<file path="config.mk">
export PLATFORM = sky130hd
export DESIGN_NAME = slink_apb_ini
export DESIGN_NICKNAME = d
export VERILOG_FILES = /design/src/rtl/slink_apb_ini.sv
export SDC_FILE = /design/constraint.sdc
export NUM_CORES = 1
export LEC_CHECK = 0
export ABC_AREA = 1
export CORE_MARGIN = 2
export CORE_UTILIZATION = 38
export CTS_CLUSTER_SIZE = 20
export DETAILED_ROUTE_END_ITERATION = 8
export PLACE_DENSITY = 0.78
export SLEW_MARGIN = 20
export SYNTH_ARGS = -nofsm -noshare
export SYNTH_HDL_FRONTEND = slang
export SYNTH_SLANG_ARGS = --single-unit
export TNS_END_PERCENT = 50
</file>
<file path="constraint.sdc">
create_clock -name apb_clk -period 1.6 [get_ports apb_clk]
set_input_delay 0.24 -clock apb_clk [delete_from_list [all_inputs] [get_ports apb_clk]]
set_output_delay 0.24 -clock apb_clk [all_outputs]
set_load 0.02 [all_outputs]
</file>
<file path="src/rtl/slink_apb_ini.sv">
// slink_apb_ini
//   APB initiator at the far end of the S-Link APB tunnel. Pops read/write
//   request packets from the generic flow-control L2A interface, replays each
//   one as a single APB master transfer, then returns a response packet on A2L.
//   One transaction in flight at a time.
//
// Ports
//   apb_clk, apb_reset_n   clock, async active-low reset
//   enable                 block enable (synchronous to apb_clk)
//   l2a_valid/data/accept  request packet in: [7:0] DT, [23:8] WC,
//                          [55:24] addr, [87:56] wdata; accept is combinational
//   a2l_valid/data/ready   response packet out: [7:0] DT, [23:8] WC,
//                          [56:24] payload
//   apb_*                  APB master
//   bad_pkt                one-cycle pulse when a malformed request is dropped
//   busy                   high whenever the FSM is not IDLE
//
// Optional build macro
//   SLINK_APB_INI_TIMEOUT_EN : ACCESS gives up after TIMEOUT_CYCLES cycles
//   without pready and reports pslverr=1, prdata=0. Without the macro ACCESS
//   waits for pready indefinitely.

module slink_apb_ini #(
  parameter logic [7:0] APB_READ_DT      = 8'h30,
  parameter logic [7:0] APB_READ_RSP_DT  = 8'h31,
  parameter logic [7:0] APB_WRITE_DT     = 8'h32,
  parameter logic [7:0] APB_WRITE_RSP_DT = 8'h33,
  parameter int         TIMEOUT_CYCLES   = 256
) (
  input  logic        apb_clk,
  input  logic        apb_reset_n,
  input  logic        enable,
  input  logic        l2a_valid,
  input  logic [87:0] l2a_data,
  output logic        l2a_accept,
  output logic        a2l_valid,
  output logic [56:0] a2l_data,
  input  logic        a2l_ready,
  output logic [31:0] apb_paddr,
  output logic        apb_pwrite,
  output logic        apb_psel,
  output logic        apb_penable,
  output logic [31:0] apb_pwdata,
  input  logic [31:0] apb_prdata,
  input  logic        apb_pready,
  input  logic        apb_pslverr,
  output logic        bad_pkt,
  output logic        busy
);

  typedef enum logic [1:0] {IDLE, SETUP, ACCESS, RSP} state_t;

  typedef struct packed {
    logic [31:0] wdata;
    logic [31:0] addr;
    logic [15:0] wc;
    logic [7:0]  dt;
  } req_t;

  state_t      state, state_d;
  req_t        req;
  logic        take, is_rd, is_wr, acc_done, acc_tout;
  logic        rsp_err;
  logic [31:0] rsp_rdata;
  logic [56:0] rsp_data;

  assign req   = req_t'(l2a_data);
  assign take  = (state == IDLE) && enable && l2a_valid;
  assign is_rd = (req.dt == APB_READ_DT)  && (req.wc == 16'd4);
  assign is_wr = (req.dt == APB_WRITE_DT) && (req.wc == 16'd8);

  // Every packet presented in an enabled IDLE cycle is popped, good or bad.
  assign l2a_accept = take;

`ifdef SLINK_APB_INI_TIMEOUT_EN
  localparam int            TW    = ($clog2(TIMEOUT_CYCLES) > 8) ? $clog2(TIMEOUT_CYCLES) : 8;
  localparam logic [TW-1:0] TLAST = TW'(TIMEOUT_CYCLES - 1);
  logic [TW-1:0] tcnt;

  // Counts ACCESS cycles; cleared whenever we are elsewhere.
  always_ff @(posedge apb_clk or negedge apb_reset_n) begin
    if (!apb_reset_n)          tcnt <= '0;
    else if (state != ACCESS)  tcnt <= '0;
    else                       tcnt <= tcnt + 1'b1;
  end

  assign acc_tout = (state == ACCESS) && !apb_pready && (tcnt == TLAST);
`else
  assign acc_tout = 1'b0;
`endif

  assign acc_done = (state == ACCESS) && (apb_pready || acc_tout);

  // A timed-out access has no pready; report it as a slave error with no data.
  always_comb begin
    rsp_err   = apb_pready ? apb_pslverr : 1'b1;
    rsp_rdata = apb_pready ? apb_prdata  : 32'd0;
    if (apb_pwrite) rsp_data = {32'd0, rsp_err, 16'd1, APB_WRITE_RSP_DT};
    else            rsp_data = {rsp_err, rsp_rdata, 16'd5, APB_READ_RSP_DT};
  end

  always_ff @(posedge apb_clk or negedge apb_reset_n) begin
    if (!apb_reset_n) state <= IDLE;
    else              state <= state_d;
  end

  always_comb begin
    state_d = state;
    case (state)
      IDLE:    if (take && (is_rd || is_wr)) state_d = SETUP;
      SETUP:   state_d = ACCESS;
      ACCESS:  if (acc_done) state_d = RSP;
      RSP:     if (a2l_ready) state_d = IDLE;
      default: state_d = IDLE;
    endcase
  end

  // Outputs are registered one step ahead of the state they belong to, so
  // psel appears with SETUP, penable with ACCESS and a2l_valid with RSP.
  always_ff @(posedge apb_clk or negedge apb_reset_n) begin
    if (!apb_reset_n) begin
      a2l_valid   <= 1'b0;
      a2l_data    <= '0;
      apb_paddr   <= '0;
      apb_pwrite  <= 1'b0;
      apb_psel    <= 1'b0;
      apb_penable <= 1'b0;
      apb_pwdata  <= '0;
      bad_pkt     <= 1'b0;
      busy        <= 1'b0;
    end else begin
      bad_pkt <= take && !(is_rd || is_wr);
      busy    <= (state_d != IDLE);
      case (state)
        IDLE: begin
          if (take && is_rd) begin
            apb_paddr  <= req.addr;
            apb_pwrite <= 1'b0;
            apb_pwdata <= 32'd0;
            apb_psel   <= 1'b1;
          end else if (take && is_wr) begin
            apb_paddr  <= req.addr;
            apb_pwrite <= 1'b1;
            apb_pwdata <= req.wdata;
            apb_psel   <= 1'b1;
          end
        end
        SETUP: apb_penable <= 1'b1;
        ACCESS: begin
          if (acc_done) begin
            apb_psel    <= 1'b0;
            apb_penable <= 1'b0;
            a2l_valid   <= 1'b1;
            a2l_data    <= rsp_data;
          end
        end
        RSP: if (a2l_ready) a2l_valid <= 1'b0;
        default: ;
      endcase
    end
  end

endmodule
</file>
==> results of run 1 <==
==> cell families after synthesis <==
family,Yosys count,share of synthesized area
buf+inv,63,0.08083
compound gates,34,0.06511
flops,108,0.6062
other cells,1,0.0008412
simple gates,253,0.2470
==> cells in the mapped netlist (2+ instances only) <==
| master | number |
|---|---|
| inv_1 | 11 |
| a22o_1 | 31 |
| clkbuf_1 | 11 |
| dfrtp_1 | 108 |
| buf_2 | 15 |
| o21ai_0 | 2 |
| nor2_1 | 18 |
| nand4_1 | 32 |
| buf_4 | 22 |
| nand2_1 | 157 |
| nand3_1 | 38 |
| buf_6 | 3 |
| nor2_2 | 3 |
==> where the power goes <==
part	internal, mW	switching (mW)	leakage [nW]
Clock	1.30	0.936	0.142
Combinational	1.17	1.01	2.53
Sequential	3.07	0.183	1.50
Total	5.54	2.13	4.18
==> through the flow <==
step	util	setup slack [ps]	instance area, um^2	setup TNS (ps)
2_1_floorplan	-	173.2	4522	0
5_1_grt	0.6499	0.1883	7421	0
4_1_cts	0.6421	-83.68	7332	-120.0
3_3_place_gp	0.6155	-167.3	7028	-10250
3_5_place_dp	0.6155	-233.8	7028	-13890
6_report	0.6499	32.51	7421	0
==> sequential cells by signal, indices dropped and copies added (netlist names) <==
register / count
apb_pwdata: 32
apb_paddr: 32
bad_pkt: 1
apb_psel: 1
apb_pwrite: 1
apb_penable: 1
busy: 1
state: 2
a2l_valid: 1
a2l_data: 36
==> worst min path at each step <==
stage | slack (ps) | to | cells after the start | startpoint
after global placement | 80 | apb_pwdata[27] | 1 | apb_reset_n
after detailed placement | 80 | apb_pwdata[27] | 1 | apb_reset_n
after floorplan | -60 | a2l_data[10] | 0 | apb_reset_n
after global routing | 270 | apb_pwdata[26] | 2 | apb_reset_n
final | 270 | apb_pwdata[26] | 2 | apb_reset_n
after CTS | 250 | apb_pwdata[27] | 2 | apb_reset_n
==> layout make-up <==
cell class	count	area, um^2	area share
repair buffers	259	2725	0.3672
flip-flops and latches	108	2703	0.3642
well taps	143	178.9	0.02411
clock inverters	3	45.04	0.006070
clock buffers	13	260.3	0.03507
inverters	12	45.04	0.006070
multi-input cells	305	1464	0.1973
==> metal layers <==
metal,vias up,routed length [um],GRT usage
li1,1951,-,-
met1,1941,5239,0.2442
met2,175,6591,0.3663
met3,20,1139,0.06641
met4,0,298,0.07886
met5,-,0,0
==> timing repair <==
item,4_1_cts,5_1_grt
hold buffers,1,0
setup endpoints to repair,23,100
hold endpoints to repair,108,0
resized for setup,9,37
==> results.ini, run 1 <==
[logic_synthesis]
yosys_warnings=0
yosysTopAreaCellShare=0.6062
syn_avg_cell_area_um2=9.712
synthesis.instances=459
synth-seq-cells=108
ys_top_cells_by_area=dfrtp_1, nand2_1, a22o_1
syn_area_mm2=0.004458
synth_top_cell_by_area=dfrtp_1
yosysSeqAreaShare=0.6062
synth_enable_flop_cells=0
synth_cell_types=21
synthArstFlopShare=1.000
synthFlopType=dfrtp_1

[final_layout]
layout_commonest_cell=clkdlybuf4s50_1
nNetsFinal=822
num-fill-cells=922
layout-drive-gt1-share=0.06429
final_cell_mix=clkdlybuf4s50_1, nand2_1, dfrtp_1
num_antenna_cells=0
areaGrowthSynthToFinish_pct=66.46
finalNonFillerCells=843

[drt]
dr_total_vias=4087
first_pass_iters=4
antenna_left=0
via_per_inst=4.848
drt_iter0_drc=218
routed_wl_um=13270
wl_per_cell_um=15.74
drc=0

[power]
powerDensity_mw_per_mm2=1033
p_total_mw=7.664
p_leak_nw=4.176
ir_worst_vdd_v=0.001043

[worst_setup_path]
rrSetupSlack_ps=80
regToRegStartpoint=state[1]
crit_family=buffers and inverters
r2r-end=apb_paddr[4]
r2r_cells=7
crit_slowest_cell=clkdlybuf4s50_1
path_max_fanout=2
endpoint=apb_pwdata[18]
startpoint_type=flip-flop
path_buf_inv=1
worst_setup_path_end_kind=output pin
required_ps=1360
cp.depth=1
worstSetupPathType=flip-flop to output pin
worstPathCellList=clkdlybuf4s50_1
cp_data_arrival_time_ps=1330
critPathLaunch=apb_pwdata[18]
cp_slowest_stage_delay_ps=630

[clocking]
cts_tree=built
numCtsBuffers=9
cts_setup_buffers=0
cts_sinks=108
root_buffer=clkbuf_16
path_clk_slew_ps=70
htree_levels=3
clk_latency_ps=340
clockBufferDepth=2

[min_path]
min_path_type=input pin to asynchronous set/reset pin

[floorplanning]
rows=39
dieWidth_um=112.3
core_area_mm2=0.01142
die_area_mm2=0.01261
pin_count=255
floorplan.initialDensity=0.3904
die_h_um=112.3

[timing]
clock.fmax_mhz=638.0
finalCritPeriodShare=0.9797
rsz0062_at_grt=no
finalCriticalPeriod_ps=1567
finalSetupViolCount=0
maxSlewViolCount=0
finClkSkew_ps=5.493
hold_viol=0
timing.hold.ws_ps=265.9

[global_route]
antenna_found_initial=0
overflow=0
grt_pass1_vias=4294
grt_pass1_wl_um=21110
grt.total_usage=0.2105
grt_max_degree=52

[placement]
gp_congestion=0.8531
port-buffer-count=236
place_hpwl_um=9776
place_inst=826

[outcome]
outcome=complete, no violations

[flow_run]
max_cap_violations=0

(Power assumes the default switching activity.)
==> run 2: changes to the inputs <==
clock period = 1.8 ns   (was 1.6 ns; I/O delays follow)
==> run 2 against run 1 <==
  * Combinational power decreased by 12%
  * First-iteration DRC count is 38% higher
  * Die area did not move
  * Via count increased by 1.7%
  * Power down 13%
  * Register-to-register slack improved by 140 ps
  * Clock skew fell by 1.6 ps
  * Hold slack lost 260 ps
  * Clock power is 18% lower
  * Sequential share of layout area is 0.94 points higher
  * Utilization is 1.6 points lower
  * Global-route usage down 0.31 points
  * Critical path type unchanged
  * Largest power group unchanged
==> results.ini, run 2 (synthesized netlist as in run 1, its figures left out) <==
[outcome]
outcome=complete, no violations

[placement]
port-buffer-count=236  ; unchanged
place_hpwl_um=9704  ; -0.74%
place_inst=823  ; -0.36%
placed_cell_area_mm2=0.006955  ; -1.0%
gp_congestion=0.8558  ; +0.32%

[worst_setup_path]
critPathLaunch=state[1]
crit_family=simple AND/OR/NAND/NOR gates
required_ps=1530  ; +170 ps
r2r-end=apb_pwdata[22]
path_max_fanout=3  ; +1
path_buf_inv=1  ; unchanged
regToRegStartpoint=state[1]
cp_data_arrival_time_ps=1450  ; +120 ps
cp_slowest_stage_delay_ps=380  ; -250 ps
cp.depth=3  ; +2
crit_slowest_cell=dfrtp_1
worstPathCellList=or2_1, nor2_4, dlygate4sd2_1
startpoint_type=flip-flop
r2r_cells=6  ; -1
rrSetupSlack_ps=220  ; +140 ps
endpoint=l2a_accept
worst_setup_path_end_kind=output pin
worstSetupPathType=flip-flop to output pin

[timing]
finalCritPeriodShare=0.9532
hold_viol=0  ; unchanged
finalCriticalPeriod_ps=1716
finClkSkew_ps=3.892  ; -1.602 ps
clock.fmax_mhz=582.8
maxSlewViolCount=0  ; unchanged
setup_tns_ps=0  ; unchanged
finalSetupViolCount=0  ; unchanged
max_slew_margin=0.6300
worst_pin_slew_ps=555.0
rsz0062_at_grt=no

[power]
p_total_mw=6.634  ; -13%
ir_worst_vdd_v=0.0007276  ; -30%
p_leak_nw=3.505  ; -16%
powerDensity_mw_per_mm2=917.2  ; -11%

[final_layout]
nNetsFinal=818  ; -0.49%
areaGrowthSynthToFinish_pct=62.25
top_register=a2l_data
final_area_mm2=0.007233  ; -2.5%
largest_register_ffs=36  ; unchanged
reg_top3=a2l_data: 36 flops, apb_paddr: 32 flops, apb_pwdata: 32 flops
layout-drive-gt1-share=0.06034  ; -0.003941
final_core_util=0.6335  ; -0.01644
layout_commonest_cell=clkdlybuf4s50_1
final_cell_mix=clkdlybuf4s50_1, nand2_1, dfrtp_1
num-fill-cells=953  ; +3.4%
num_antenna_cells=0  ; unchanged
finalNonFillerCells=839  ; -0.47%

[drt]
drc=0  ; unchanged
wl_per_cell_um=15.51  ; -1.5%
via_per_inst=4.954  ; +2.2%
dr_total_vias=4156  ; +1.7%
antenna_left=0  ; unchanged
routed_wl_um=13010  ; -2.0%
drt_iter0_drc=301  ; +38%
first_pass_iters=4  ; unchanged

[floorplanning]
rows=39  ; unchanged
die_area_mm2=0.01261  ; unchanged
die_h_um=112.3  ; unchanged
dieWidth_um=112.3  ; unchanged
pin_count=255  ; unchanged
core_area_mm2=0.01142  ; unchanged
floorplan.initialDensity=0.3904  ; unchanged

[min_path]
min_path_type=input pin to asynchronous set/reset pin

[global_route]
overflow=0  ; unchanged
grt_pass1_wl_um=21090  ; about the same
antenna_found_initial=0  ; unchanged
grt.total_usage=0.2074  ; -0.003129
grt_pass1_vias=4204  ; -2.1%
grt_max_degree=109  ; +110%

[clocking]
cts_sinks=108  ; unchanged
cts_tree=built
numCtsBuffers=9  ; unchanged
root_buffer=clkbuf_16
path_clk_slew_ps=70  ; about the same
clockBufferDepth=2  ; unchanged
hold_buffers=0  ; -1
htree_levels=3  ; unchanged
clk_latency_ps=330  ; about the same

[flow_run]
max_cap_violations=0  ; unchanged

## run 2: cell types whose count changed in the layout (fill, tap and decap cells not counted), sizes merged, moves of 3 or more
cell	previous run	this run
dlymetal6s2s	32	0
clkbuf	14	11
dlygate4sd2	8	1
clkdlybuf4s50	194	234
buf	23	20
## run 2: through the flow
stage | hold WS [ps] | setup WS, ps
after detailed placement | 403.6 | -42.18
final | 5.674 | 84.28
after floorplan | -25.59 | 343.2
after global routing | 42.93 | 20.22
after CTS | 35.99 | 65.18
after global placement | 385.5 | -9.455
## run 2: power breakdown
part / switching [mW] / total, mW / internal (mW)
clock network: 0.848 / 1.83 / 0.980
registers: 0.167 / 2.90 / 2.73
logic: 0.879 / 1.91 / 1.03
## run 2: routing by layer
layer | global-route usage | share of wire
met3 | 0.05454 | 0.084
met4 | 0.07886 | 0.019
met1 | 0.2527 | 0.39
met2 | 0.3546 | 0.50
met5 | 0 | 0
## run 2: worst min-delay path by stage
stage | startpoint | endpoint | depth (start not counted)
final | apb_reset_n | apb_pwdata[23] | 2
after global routing | apb_reset_n | apb_pwdata[23] | 2
after CTS | apb_reset_n | apb_pwdata[28] | 2
after detailed placement | apb_reset_n | apb_pwdata[28] | 2
after global placement | apb_reset_n | apb_pwdata[28] | 2
after floorplan | apb_reset_n | a2l_data[10] | 0
## run 2: repair_timing
action                     in CTS  in global routing
setup endpoints to repair       1                  0
resized for setup               1                  0
buffers inserted                0                  0
## run 2: cell type report
| cell class | instances | area [um^2] | area share |
|---|---|---|---|
| repair buffers | 255 | 2564 | 0.3544 |
| flip-flops and latches | 108 | 2703 | 0.3736 |
| clock inverters | 5 | 36.28 | 0.005016 |
| well taps | 143 | 178.9 | 0.02474 |
| multi-input cells | 305 | 1464 | 0.2024 |
| clock buffers | 11 | 242.7 | 0.03356 |
| inverters | 12 | 45.04 | 0.006227 |
## run 2: worst register-to-register path: stages (launching register included)
cell and delay, ps:
dfrtp_1 380, or2_1 300, nor2_4 110, buf_4 130, buf_4 360, nand4_1 170
nand2_1 80
